File: src/rtl/nmea_sentence_sequencer.sv
// nmea_sentence_sequencer: byte-level sequencer for the GPZDA receive path.
// Detects '$', drives the external header comparer, strips the payload into
// numbered fields and checks the trailing NMEA XOR checksum, reporting one
// frame_ok or frame_err pulse per sentence.
module nmea_sentence_sequencer #(
  parameter int HEADER_LEN = 5,
  parameter int MAX_FIELDS = 15
) (
  input  logic       clock,
  input  logic       restart,
  input  logic       load,
  input  logic [7:0] data,
  output logic       cmp_restart,
  output logic       cmp_load,
  output logic [7:0] cmp_data,
  input  logic       cmp_resolve,
  input  logic       cmp_reject,
  output logic       field_load,
  output logic [7:0] field_data,
  output logic [3:0] field_index,
  output logic       field_end,
  output logic       frame_ok,
  output logic       frame_err,
  output logic       busy
);

  localparam logic [7:0] CH_DOLLAR = 8'h24;
  localparam logic [7:0] CH_COMMA  = 8'h2C;
  localparam logic [7:0] CH_STAR   = 8'h2A;
  localparam logic [7:0] CH_CR     = 8'h0D;
  localparam logic [7:0] CH_LF     = 8'h0A;

  localparam logic [2:0] HDR_LAST   = 3'(HEADER_LEN - 1);
  localparam logic [3:0] FIELD_LAST = 4'(MAX_FIELDS - 1);

  typedef enum logic [2:0] {
    IDLE, HEADER, SEP, FIELD, CSUM_HI, CSUM_LO
  } state_t;

  state_t     r_state, w_next_state;
  logic [2:0] r_hcnt, w_hcnt_nxt;
  logic [7:0] r_csum, w_csum_nxt;
  logic [7:4] r_rx, w_rx_nxt;
  logic [3:0] r_field_index, w_field_index_nxt;
  logic [7:0] r_field_data, w_field_data_nxt;
  logic       r_field_load, w_field_load_nxt;
  logic       r_field_end, w_field_end_nxt;
  logic       r_frame_ok, w_frame_ok_nxt;
  logic       r_frame_err, w_frame_err_nxt;

  logic       w_dollar;
  logic [4:0] w_hex;  // {valid, nibble} for the current input byte

  // Decode an uppercase ASCII hex digit; bit 4 flags a legal digit.
  function automatic logic [4:0] hex_nibble(input logic [7:0] c);
    logic [4:0] res;
    res = 5'b0;
    if (c >= 8'h30 && c <= 8'h39)
      res = {1'b1, 4'(c - 8'h30)};
    else if (c >= 8'h41 && c <= 8'h46)
      res = {1'b1, 4'(c - 8'h37)};
    return res;
  endfunction

  assign w_dollar    = load && (data == CH_DOLLAR);
  assign w_hex       = hex_nibble(data);

  // Comparer side-band is purely combinational so it sees the byte in flight.
  assign cmp_restart = restart | w_dollar;
  assign cmp_load    = load && (r_state == HEADER);
  assign cmp_data    = data;

  assign field_load  = r_field_load;
  assign field_data  = r_field_data;
  assign field_index = r_field_index;
  assign field_end   = r_field_end;
  assign frame_ok    = r_frame_ok;
  assign frame_err   = r_frame_err;
  assign busy        = (r_state != IDLE);

  // Next-state and next-output decode; '$' overrides every state.
  always_comb begin
    // NOTE: every variable gets a default before any branch, so no path can
    // leave it unassigned and infer a latch.
    w_next_state      = r_state;
    w_hcnt_nxt        = r_hcnt;
    w_csum_nxt        = r_csum;
    w_rx_nxt          = r_rx;
    w_field_index_nxt = r_field_index;
    w_field_data_nxt  = r_field_data;
    w_field_load_nxt  = 1'b0;
    w_field_end_nxt   = 1'b0;
    w_frame_ok_nxt    = 1'b0;
    w_frame_err_nxt   = 1'b0;

    if (w_dollar) begin
      w_next_state    = HEADER;
      w_hcnt_nxt      = 3'd0;
      w_csum_nxt      = 8'h00;
      w_frame_err_nxt = (r_state != IDLE);
    end else begin
      case (r_state)
        IDLE: ;
        HEADER: begin
          if (cmp_reject) begin
            w_frame_err_nxt = 1'b1;
            w_next_state    = IDLE;
          end else if (load) begin
            w_csum_nxt = r_csum ^ data;
            w_hcnt_nxt = r_hcnt + 3'd1;
            if (r_hcnt == HDR_LAST) w_next_state = SEP;
          end
        end
        SEP: begin
          if (cmp_reject) begin
            w_frame_err_nxt = 1'b1;
            w_next_state    = IDLE;
          end else if (load) begin
            if (data == CH_COMMA && cmp_resolve) begin
              w_csum_nxt        = r_csum ^ data;
              w_field_index_nxt = 4'd0;
              w_next_state      = FIELD;
            end else begin
              w_frame_err_nxt = 1'b1;
              w_next_state    = IDLE;
            end
          end
        end
        FIELD: begin
          if (load) begin
            case (data)
              CH_COMMA: begin
                if (r_field_index == FIELD_LAST) begin
                  w_frame_err_nxt = 1'b1;
                  w_next_state    = IDLE;
                end else begin
                  w_csum_nxt        = r_csum ^ data;
                  w_field_end_nxt   = 1'b1;
                  w_field_index_nxt = r_field_index + 4'd1;
                end
              end
              CH_STAR: begin
                w_field_end_nxt = 1'b1;
                w_next_state    = CSUM_HI;
              end
              CH_CR, CH_LF: begin
                w_frame_err_nxt = 1'b1;
                w_next_state    = IDLE;
              end
              default: begin
                w_csum_nxt       = r_csum ^ data;
                w_field_load_nxt = 1'b1;
                w_field_data_nxt = data;
              end
            endcase
          end
        end
        CSUM_HI: begin
          if (load) begin
            if (w_hex[4]) begin
              w_rx_nxt     = w_hex[3:0];
              w_next_state = CSUM_LO;
            end else begin
              w_frame_err_nxt = 1'b1;
              w_next_state    = IDLE;
            end
          end
        end
        CSUM_LO: begin
          if (load) begin
            if (w_hex[4] && r_csum == {r_rx, w_hex[3:0]})
              w_frame_ok_nxt = 1'b1;
            else
              w_frame_err_nxt = 1'b1;
            w_next_state = IDLE;
          end
        end
        default: w_next_state = IDLE;
      endcase
    end
  end

  // State and registered outputs; restart clears everything without a report.
  always_ff @(posedge clock) begin
    // NOTE: sequential state uses non-blocking assignments so every register
    // samples the pre-edge values regardless of statement order.
    if (restart) begin
      r_state       <= IDLE;
      r_hcnt        <= 3'd0;
      r_csum        <= 8'h00;
      r_rx          <= 4'h0;
      r_field_index <= 4'd0;
      r_field_data  <= 8'h00;
      r_field_load  <= 1'b0;
      r_field_end   <= 1'b0;
      r_frame_ok    <= 1'b0;
      r_frame_err   <= 1'b0;
    end else begin
      r_state       <= w_next_state;
      r_hcnt        <= w_hcnt_nxt;
      r_csum        <= w_csum_nxt;
      r_rx          <= w_rx_nxt;
      r_field_index <= w_field_index_nxt;
      r_field_data  <= w_field_data_nxt;
      r_field_load  <= w_field_load_nxt;
      r_field_end   <= w_field_end_nxt;
      r_frame_ok    <= w_frame_ok_nxt;
      r_frame_err   <= w_frame_err_nxt;
    end
  end

endmodule

File: config.mk
export PLATFORM = sky130hd
export DESIGN_NAME = nmea_sentence_sequencer
export DESIGN_NICKNAME = d
export VERILOG_FILES = /design/src/rtl/nmea_sentence_sequencer.sv
export SDC_FILE = /design/constraint.sdc
export NUM_CORES = 1
export LEC_CHECK = 0
export ABC_AREA = 1
export CORE_AREA = 5 5 70 136
export CTS_BUF_LIST = sky130_fd_sc_hd__clkbuf_4 sky130_fd_sc_hd__clkbuf_8 sky130_fd_sc_hd__clkbuf_16
export DETAILED_ROUTE_END_ITERATION = 12
export DIE_AREA = 0 0 75 141
export GPL_TIMING_DRIVEN = 0
export SYNTH_ARGS = -nofsm -noshare
export SYNTH_HDL_FRONTEND = slang
export SYNTH_SLANG_ARGS = --single-unit
File: constraint.sdc
create_clock -name clock -period 2.3 [get_ports clock]
set_input_delay 0.575 -clock clock [delete_from_list [all_inputs] [get_ports clock]]
set_output_delay 0.575 -clock clock [all_outputs]
set_load 0.005 [all_outputs]
==> results.py <==
metrics = {
    "finish": {
        "multiInputGateArea_sq_um": 1280,
        "seq_area_sq_um": 681,
        "post-route-util": 0.350,
        "num-fill-cells": 896,
        "n_antenna_cell": 0,
        "layout-drive-gt1-share": 0.237,
        "syn2layout_area_growth_pct": 40.5,
        "finalNetCount": 397,
    },
    "clock_network": {
        "clk_pin_slew_worst_paths_ns": 0.05,
        "clk_latency_ns": 0.28,
        "cts_root_buffer": "sky130_fd_sc_hd__clkbuf_16",
        "max-clock-path-buffers": 2,
        "tritoncts": "yes",
        "cts.sinks": 34,
        "cts_hold_repair.buffers": 0,
        "htree_num_levels": 2,
        "number_of_clock_buffers_inserted_by_tritoncts": 5,
    },
    "die": {
        "area_of_the_die_sq_um": 10600,
        "row_count": 48,
        "core-area_sq_um": 8470,
        "die_y_um": 141,
        "top_level_ports": 40,
        "floorplan.initialDensity": 0.249,
        "die-width_um": 75,
    },
    "synthesis": {
        "part_of_the_yosys_area_used_for_sequential_elements": 0.323,
        "syn_inst": 312,
        "yosysWarningCount": 0,
        "synth_enable_flop_cells": 0,
        "ys_types": 33,
        "synth_ff_type": "sky130_fd_sc_hd__dfxtp_1",
        "syn-mean-instance-area_sq_um": 6.76,
        "synth.area.top_cells": "sky130_fd_sc_hd__dfxtp_1 (32%), sky130_fd_sc_hd__nand2_1 (12%), sky130_fd_sc_hd__inv_1 (7.1%), sky130_fd_sc_hd__nor2_1 (5.3%), sky130_fd_sc_hd__a21oi_1 (5.0%)",
        "synth.ff_latch_count": 34,
        "yosysTopAreaCell": "sky130_fd_sc_hd__dfxtp_1",
        "synth.top_cells.by_count": "sky130_fd_sc_hd__nand2_1 (70), sky130_fd_sc_hd__inv_1 (40), sky130_fd_sc_hd__dfxtp_1 (34), sky130_fd_sc_hd__nor2_1 (30)",
        "synth_most_common_cell": "sky130_fd_sc_hd__nand2_1",
        "synth.cell_area_sq_um": 2110,
        "async_flop_share": 0,
        "yosys.area.top_type_share": 0.323,
        "synth_fp_nets": 333,
    },
    "detailed_routing": {
        "route.detailed.drc": 0,
        "dr.first_iter.drc_count": 131,
        "vias_per_cell": 4.63,
        "firstDrtPassIters": 4,
        "vias": 2198,
        "routed_wl_um": 5830,
        "antenna_violating_nets_post_route": 0,
        "routed_wire_length_per_instance_um": 12.3,
    },
    "power_and_ir_drop": {
        "internal_power_w": 0.00120,
        "share_clk_of_total_power": 0.394,
        "switching_power_w": 0.000478,
        "vdd_ir_drop_max_mv": 0.341,
        "power.switching_fraction": 0.285,
        "power.sequential.fraction": 0.383,
        "cellPowerDensity_nw_per_um2": 566,
        "power_leakage_nw": 1.30,
        "power.share.combinational": 0.223,
    },
    "global_route": {
        "wire_length_of_the_first_global_routing_pass_um": 9380,
        "grt.overflow.total": 0,
        "global_route.usage.total": 0.114,
        "grt_antenna_before_repair": 0,
        "largest_net_degree_at_the_start_of_global_routing": 11,
        "grt_pass1_vias": 2044,
    },
    "run_status": {
        "status": "complete, no violations",
    },
    "timing": {
        "post-route-period-util": 0.973,
        "timing.clock.skew_ns": 0.00650,
        "min_period_ns": 2.24,
        "tightest_slew_ns": 0.617,
        "setup-violations-final": 0,
        "hold-worst-slack_ns": 0.477,
        "max_clock_freq_mhz": 447,
        "final.setup.tns_ns": 0,
        "setup_slack_ns": 0.0631,
        "slew_headroom": 0.588,
        "finalHoldViolCount": 0,
        "final_max_slew_viol_count": 0,
    },
    "placement": {
        "placement.io_buffers": 38,
        "detailedPlacementHpwl_um": 4260,
        "place_ws_ns": -1.41,
        "globalplace.congestion": 0.932,
    },
    "critical_path": {
        "largest_incremental_delay_on_the_critical_path_ns": 0.21,
        "crit_chain": "clkbuf_4 > inv_2 > ha_2 > inv_2 > nor3_4 > nand2_2 > nand2_4 > clkdlybuf4s15_1",
        "critical_path.slowest_cell": "sky130_fd_sc_hd__clkdlybuf4s15_1",
        "critPathKind": "in -> out",
        "cp_common_cell": "sky130_fd_sc_hd__inv_2",
        "cpLargestDelayFamily": "buffers and inverters",
        "critical_path.max_fanout": 6,
        "critPathArrivalTime_ns": 1.66,
        "start_kind": "input pin",
        "critPathRequiredTime_ns": 1.73,
        "crit_end_category": "output port",
        "cp.buffers_inverters": 4,
    },
    "flow_run": {
        "max_cap_violations": 0,
    },
    "worst_hold_path": {
        "worst_hold_path_type": "reg -> reg",
    },
}
## worst reg2reg max path, cell delays in order, from the launching register on
cell and delay [ns]:
sky130_fd_sc_hd__dfxtp_1 0.34, sky130_fd_sc_hd__inv_1 0.12, sky130_fd_sc_hd__nand2_1 0.11, sky130_fd_sc_hd__nor2_1 0.23, sky130_fd_sc_hd__inv_1 0.18, sky130_fd_sc_hd__nor3_2 0.26
sky130_fd_sc_hd__nand2_1 0.10, sky130_fd_sc_hd__inv_2 0.11, sky130_fd_sc_hd__buf_4 0.17, sky130_fd_sc_hd__o21ai_0 0.08, sky130_fd_sc_hd__a21oi_1 0.14
## final cells by class
cell class,instances,area share
multi-input cells,222,0.431
flip-flops and latches,34,0.230
repair buffers,56,0.163
clock buffers,6,0.0469
well taps,100,0.0422
inverters,45,0.0570
plain buffers,12,0.0296
## metal layers
metal / part of all wire / GRT usage
met1: 0.45 / 0.149
met2: 0.46 / 0.173
met3: 0.074 / 0.0357
met4: 0.016 / 0.0394
met5: 0 / 0
## cells by family after synthesis
logic type      Yosys count  share of synthesized area
buf+inv                  57                      0.122
compound gates           53                      0.147
xor+xnor                  8                     0.0332
fa+ha+maj                 8                     0.0475
flops                    34                      0.323
simple gates            152                      0.328
## placed cells by master, fill, tap and decap left out, types with 7 or more instances in the layout
| cell | count |
|---|---|
| sky130_fd_sc_hd__xor2_1 | 7 |
| sky130_fd_sc_hd__inv_2 | 11 |
| sky130_fd_sc_hd__o21ai_0 | 18 |
| sky130_fd_sc_hd__nand2_2 | 9 |
| sky130_fd_sc_hd__dfxtp_1 | 34 |
| sky130_fd_sc_hd__nor2_1 | 27 |
| sky130_fd_sc_hd__inv_1 | 34 |
| sky130_fd_sc_hd__clkdlybuf4s50_1 | 28 |
| sky130_fd_sc_hd__nand3_1 | 19 |
| sky130_fd_sc_hd__buf_4 | 26 |
| sky130_fd_sc_hd__a21oi_1 | 21 |
| sky130_fd_sc_hd__nand2_1 | 64 |
| sky130_fd_sc_hd__nor3_1 | 7 |
## final timing paths
kind,from,to,slack (ns),cells after the start
setup / recovery,data[1],cmp_restart,0.06,8
hold reg to reg,r_hcnt[1],r_hcnt[1],0.48,2
setup reg to reg,r_state[2],field_data[5],0.39,10
hold / removal,r_hcnt[1],r_hcnt[1],0.48,2
## what timing repair did
item	CTS	global route
pin swaps	5	11
cloned	0	2
setup endpoints to repair	40	28
resized for setup	26	40
buffers inserted	10	7
## state kept, by name (all words and copies together) (netlist names), 3 cells and up
register	cells
field_data	8
field_index	4
r_csum	8
r_hcnt	3
r_rx	4
r_state	3
## stage by stage
stage                     std cells  instance area, sq um  total power, W
after detailed placement        450                  2610        0.000994
after global placement          450                  2610        0.000995
after floorplan                 312                  2110        0.000862
after CTS                       466                  2840         0.00167
after global routing            475                  2960         0.00176
final                           475                  2960         0.00168
## power by group through the flow
stage	Combinational, W	Sequential (W)	Clock, W
floorplan	0.000210	0.000651	0
global placement	0.000341	0.000654	0
detailed placement	0.000340	0.000655	0
CTS	0.000351	0.000642	0.000674
global route	0.000418	0.000646	0.000701
finish	0.000373	0.000642	0.000660
Note: power is estimated with default switching activity, not from simulation.
